<file path="config.mk">
export PLATFORM = sky130hd
export DESIGN_NAME = inst_fetch
export DESIGN_NICKNAME = d
export VERILOG_FILES = /design/src/rtl/inst_fetch.sv
export SDC_FILE = /design/constraint.sdc
export NUM_CORES = 1
export LEC_CHECK = 0
export ABC_AREA = 1
export BUFFER_PORTS_ARGS = -buffer_cell sky130_fd_sc_hd__buf_2
export CORE_AREA = 2 2 144 146
export DETAILED_ROUTE_END_ITERATION = 10
export DIE_AREA = 0 0 146 148
export SLEW_MARGIN = 10
export SYNTH_ARGS = -nofsm -noshare
export SYNTH_HDL_FRONTEND = slang
export SYNTH_SLANG_ARGS = --single-unit
</file>
<file path="constraint.sdc">
create_clock -name clk -period 1.6 [get_ports clk]
set_input_delay 0.08 -clock clk [delete_from_list [all_inputs] [get_ports clk]]
set_output_delay 0.08 -clock clk [all_outputs]
set_load 0.02 [all_outputs]
</file>
<file path="src/rtl/inst_fetch.sv">
// Instruction fetch stage: owns the PC, addresses the combinational ROM and
// fills the IF/ID register, with stall, redirect/flush and halt handling.
// Ports: clk, rst_n; stall_i, halt_i, redirect_i, redirect_pc_i from the
// pipeline; inst_i from the ROM, rom_addr_o to it; if_id_* towards decode;
// misalign_o flags a truncated redirect target; fetch_cnt_o counts captures.
module inst_fetch #(
  parameter int unsigned        ADDR_W   = 32,
  parameter int unsigned        INST_W   = 32,
  parameter logic [ADDR_W-1:0]  RESET_PC = '0,
  parameter logic [INST_W-1:0]  NOP      = INST_W'(32'h0000_0013),
  parameter int unsigned        CNT_W    = 32
) (
  input  logic              clk,
  input  logic              rst_n,
  input  logic              stall_i,
  input  logic              halt_i,
  input  logic              redirect_i,
  input  logic [ADDR_W-1:0] redirect_pc_i,
  input  logic [INST_W-1:0] inst_i,
  output logic [ADDR_W-1:0] rom_addr_o,
  output logic [ADDR_W-1:0] if_id_pc_o,
  output logic [INST_W-1:0] if_id_inst_o,
  output logic              if_id_valid_o,
  output logic              misalign_o,
  output logic [CNT_W-1:0]  fetch_cnt_o
);

  typedef enum logic [1:0] {
    BOOT = 2'd0,
    RUN  = 2'd1,
    HALT = 2'd2
  } state_t;

  state_t            state_q, state_d;
  logic [ADDR_W-1:0] pc_q, pc_d;
  logic [ADDR_W-1:0] id_pc_q, id_pc_d;
  logic [INST_W-1:0] id_inst_q, id_inst_d;
  logic              id_valid_q, id_valid_d;
  logic              mis_q, mis_d;
  logic [CNT_W-1:0]  cnt_q, cnt_d;
  logic [ADDR_W-1:0] tgt_pc;
  logic              tgt_mis;

  // Targets are forced word aligned; the dropped bits raise misalign.
  assign tgt_pc  = {redirect_pc_i[ADDR_W-1:2], 2'b00};
  assign tgt_mis = |redirect_pc_i[1:0];

  assign rom_addr_o = {2'b00, pc_q[ADDR_W-1:2]};

  always_comb begin
    state_d    = state_q;
    pc_d       = pc_q;
    id_pc_d    = id_pc_q;
    id_inst_d  = id_inst_q;
    id_valid_d = id_valid_q;
    mis_d      = 1'b0;
    cnt_d      = cnt_q;
    unique case (state_q)
      BOOT: begin
        state_d = RUN;
        if (redirect_i) begin
          pc_d  = tgt_pc;
          mis_d = tgt_mis;
        end
      end
      RUN: begin
        if (redirect_i) begin
          pc_d       = tgt_pc;
          mis_d      = tgt_mis;
          id_pc_d    = '0;
          id_inst_d  = NOP;
          id_valid_d = 1'b0;
        end else if (halt_i) begin
          state_d    = HALT;
          id_pc_d    = '0;
          id_inst_d  = NOP;
          id_valid_d = 1'b0;
        end else if (!stall_i) begin
          id_pc_d    = pc_q;
          id_inst_d  = inst_i;
          id_valid_d = 1'b1;
          pc_d       = pc_q + ADDR_W'(4);
          cnt_d      = cnt_q + CNT_W'(1);
        end
      end
      HALT: begin
        id_pc_d    = '0;
        id_inst_d  = NOP;
        id_valid_d = 1'b0;
        if (redirect_i) begin
          state_d = RUN;
          pc_d    = tgt_pc;
          mis_d   = tgt_mis;
        end
      end
      default: state_d = BOOT;
    endcase
  end

  always_ff @(posedge clk or negedge rst_n) begin
    if (!rst_n) begin
      state_q    <= BOOT;
      pc_q       <= RESET_PC;
      id_pc_q    <= '0;
      id_inst_q  <= NOP;
      id_valid_q <= 1'b0;
      mis_q      <= 1'b0;
      cnt_q      <= '0;
    end else begin
      state_q    <= state_d;
      pc_q       <= pc_d;
      id_pc_q    <= id_pc_d;
      id_inst_q  <= id_inst_d;
      id_valid_q <= id_valid_d;
      mis_q      <= mis_d;
      cnt_q      <= cnt_d;
    end
  end

  assign if_id_pc_o    = id_pc_q;
  assign if_id_inst_o  = id_inst_q;
  assign if_id_valid_o = id_valid_q;
  assign misalign_o    = mis_q;
  assign fetch_cnt_o   = cnt_q;

endmodule
</file>
==> impl_metrics.py <==
metrics = {
    "outcome": {
        "status": "finished, violations left",
        "failed_checks": "setup timing",
    },
    "synth": {
        "synth_area_leaders": "dfrtp_1 46%, nand2_1 21%, nor2_1 7.3%",
        "synth_area_um2": 6929,
        "yosysMostFrequentCell": "nand2_1",
        "synth_area_leader_cell": "dfrtp_1",
        "ys_types": 36,
        "seq_area_frac_synth_pct": 46.64,
        "synthAdderAreaFrac_pct": 1.083,
        "synth-seq-cells": 129,
        "syn_inst": 951,
        "synthMuxAreaShare_pct": 0,
        "async_flop_share_pct": 100.0,
        "synth_top_area_share_pct": 45.50,
        "synth_top_family_by_area": "simple AND/OR/NAND/NOR gates",
        "synth_ff_type": "dfrtp_1",
        "synth-edff-count": 0,
        "synth_simple_gate_area_share_pct": 36.84,
        "ys_top_cells_by_count": "388 x nand2_1, 135 x nor2_1, 126 x dfrtp_1, 70 x inv_1, 45 x nand3_1",
        "synth-compound-area-share_pct": 5.850,
        "yosys_warnings": 0,
        "synthXorXnorAreaFrac_pct": 2.907,
        "avgSynthCellArea_um2": 7.286,
    },
    "cts": {
        "clk_pin_slew_worst_paths_ps": 60,
        "cts_tree": "built",
        "h-tree-depth": 4,
        "cts_buffer_depth": 2,
        "cts_root_buffer": "clkbuf_16",
        "insertion_delay_ps": 420,
        "numClockSinks": 129,
        "cts_made_buffers": 17,
    },
    "die": {
        "fp.dieH_um": 148,
        "start_util_pct": 34.58,
        "fp.dieW_um": 146,
        "rows": 52,
        "core_area_um2": 20040,
        "die_area_um2": 21610,
        "ioPinCount": 199,
    },
    "timing": {
        "slew_viol_final": 0,
        "whs_ps": 2.788,
        "min_period_ps": 1684,
        "worstMarginPinSlew_ps": 603.0,
        "setup_violations": 27,
        "fin_crit_sh_pct": 105.2,
        "grt_setup_unrepaired": "true",
        "setup_slack_ps": -83.84,
        "finClkSkew_ps": 8.964,
        "max_slew_margin_pct": 59.43,
        "hold_viol": 0,
        "fmax_mhz": 593.9,
    },
    "grt": {
        "grt_usage_pct": 20.79,
        "grt_pass1_vias": 6930,
        "grt_remaining_overflow": 0,
        "grt_first_pass_wirelength_um": 35690,
        "grt_max_degree": 43,
        "antenna_found_initial": 1,
    },
    "critical_path": {
        "rr_worst_depth": 11,
        "crit_type": "register to register",
        "worst_setup_path_end_kind": "register",
        "worstPathRequired_ps": 1910,
        "r2r_setup_slack_ps": -80,
        "critical-path-max-stage-delay_ps": 410,
        "crit_slowest_cell": "dfrtp_1",
        "rr_endpoint": "pc_q[20]",
        "worst_setup_path_start_kind": "register",
        "crit_arrival_ps": 1990,
        "r2r_start": "state_q[0]",
        "crit_fanout": 7,
        "cp_cell_sequence": "buf_6, ha_4, inv_4, o21ai_4, buf_6, a21boi_4, buf_12, clkbuf_16, nand2_1, nand2_1, inv_1",
    },
    "pwr": {
        "vdd_drop_max_mv": 0.9694,
        "leakage_nw": 5.242,
        "power_density_nw_per_um2": 1919,
        "total_power_w": 0.01951,
    },
    "detailed_routing": {
        "met1_length_um": 10400,
        "ant_nets": 0,
        "dr.pass1.iters": 5,
        "route.met2.wl_um": 11310,
        "wl_um": 23200,
        "maxUsedRoutingLayer": "met4",
        "met3_length_um": 1019,
        "vias_per_cell": 4.672,
        "num_vias": 7199,
        "drtIter0Drc": 364,
        "drc": 0,
        "post_drt_wl_per_cell_um": 15.05,
    },
    "final_layout": {
        "fin_util_pct": 50.73,
        "drive_gt1_share_pct": 29.84,
        "area_delta_synth_final_pct": 46.71,
        "final_cells": 1541,
        "final_nets": 1332,
    },
    "placement": {
        "dp_cells": 1441,
        "pre_cts_slack_ps": -191.8,
        "dp_hpwl_um": 15700,
        "globalplace.congestion": 0.8885,
        "numPortBuffers": 196,
    },
    "worst_hold_path": {
        "worstHoldPathType": "input pin to register",
        "hold_end": "pc_q[26]",
        "worstHoldStart": "redirect_pc_i[26]",
        "worstHoldPathCells": 5,
    },
    "flow_run": {
        "drv_cap": 0,
    },
}
[flip-flops by register name, indices dropped and copies added (netlist names)]
signal,count
fetch_cnt_o,32
if_id_inst_o,32
if_id_pc_o,31
if_id_valid_o,1
misalign_o,1
pc_q,30
state_q,2
[power by group]
group	leakage (nW)	internal, W	switching, W
Clock	0.297	0.00257	0.00149
Sequential	1.67	0.00455	0.00117
Combinational	3.28	0.00372	0.00600
[how the worst max path moves through the flow]
stage	cells after the start	start	slack, ps	to
after floorplan	11	state_q[1]	-9	fetch_cnt_o[17]
after global placement	10	state_q[0]	-140	pc_q[16]
after detailed placement	11	state_q[1]	-190	if_id_inst_o[15]
after CTS	10	state_q[1]	-40	fetch_cnt_o[14]
after global routing	12	state_q[0]	-170	pc_q[21]
final	11	state_q[0]	-80	pc_q[20]
[placed cells by master (no fill, tap or decap), types with 3 or more instances in the layout]
master         Yosys  routed
nor2_1           135     120
inv_1             70      67
nand4_1            5       5
nand3b_1           4       4
o21ai_2            1       5
o22a_1             3       3
nand3_1           45      43
clkbuf_1           6       3
clkinv_2           0       3
nor2_4             8      12
bufinv_16          0       3
dfstp_2            3       3
buf_2              9     195
xnor2_1            8       8
buf_12             0      10
dfrtp_1          126     124
buf_6              3      11
clkbuf_8           0       3
nand2_1          388     377
buf_4              9      46
nor2_2             6      17
o21ai_1           33      38
nand2_4            1       6
dlygate4sd3_1      0      45
nand2_2            7      13
xor2_1            15      15
inv_2              6       5
or2_1              5       5
o21ai_0           33      23
clkbuf_16          0      21
[final cells by class]
type | instances | area, µm²
antenna | 1 | 2.502
clock buffer | 23 | 478.0
clock inverter | 9 | 130.1
fill | 2001 | 9873
inverter | 76 | 310.3
multi-input combinational | 719 | 3427
sequential | 129 | 3234
tap | 270 | 337.8
timing repair buffer | 312 | 2223
timing repair inverter | 2 | 22.52
[cells by family (layout without fill, tap and decap cells)]
kind of cell | count (synthesis) | count (layout)
simple gates | 613 | 613
fa+ha+maj | 6 | 6
flops | 129 | 129
xor+xnor | 23 | 23
buf+inv | 104 | 422
other cells | 1 | 3
compound gates | 75 | 75
[metal layers]
layer	track usage, %	up-vias
met5	0	-
met4	6.456	0
met3	3.981	33
met2	35.21	223
met1	27.06	3376
li1	-	3567
[stage by stage]
stage | TNS (ps) | area, µm²
after floorplan | -15.85 | 6935
after global placement | -6659 | 8532
after detailed placement | -14500 | 8532
after CTS | -125.1 | 9693
after global routing | -9341 | 10170
final | -962.0 | 10170
[repair_timing]
action,in CTS,in global routing
setup buffers,4,10
pin swaps,3,21
gates resized for setup,25,67
setup endpoints to repair,119,119
endpoints found under the hold margin,154,0
gates cloned,0,8
hold buffers,45,0
[critical path: cells and delay by family, from the launching register on]
kind                       cells  cell delay [ps]
adders and majority gates      1              160
buffers and inverters          6              660
and+or+nand+nor                2              110
DFF                            1              410
AOI/OAI and AO/OA              2              230
Power figures use the tool's default switching activity.
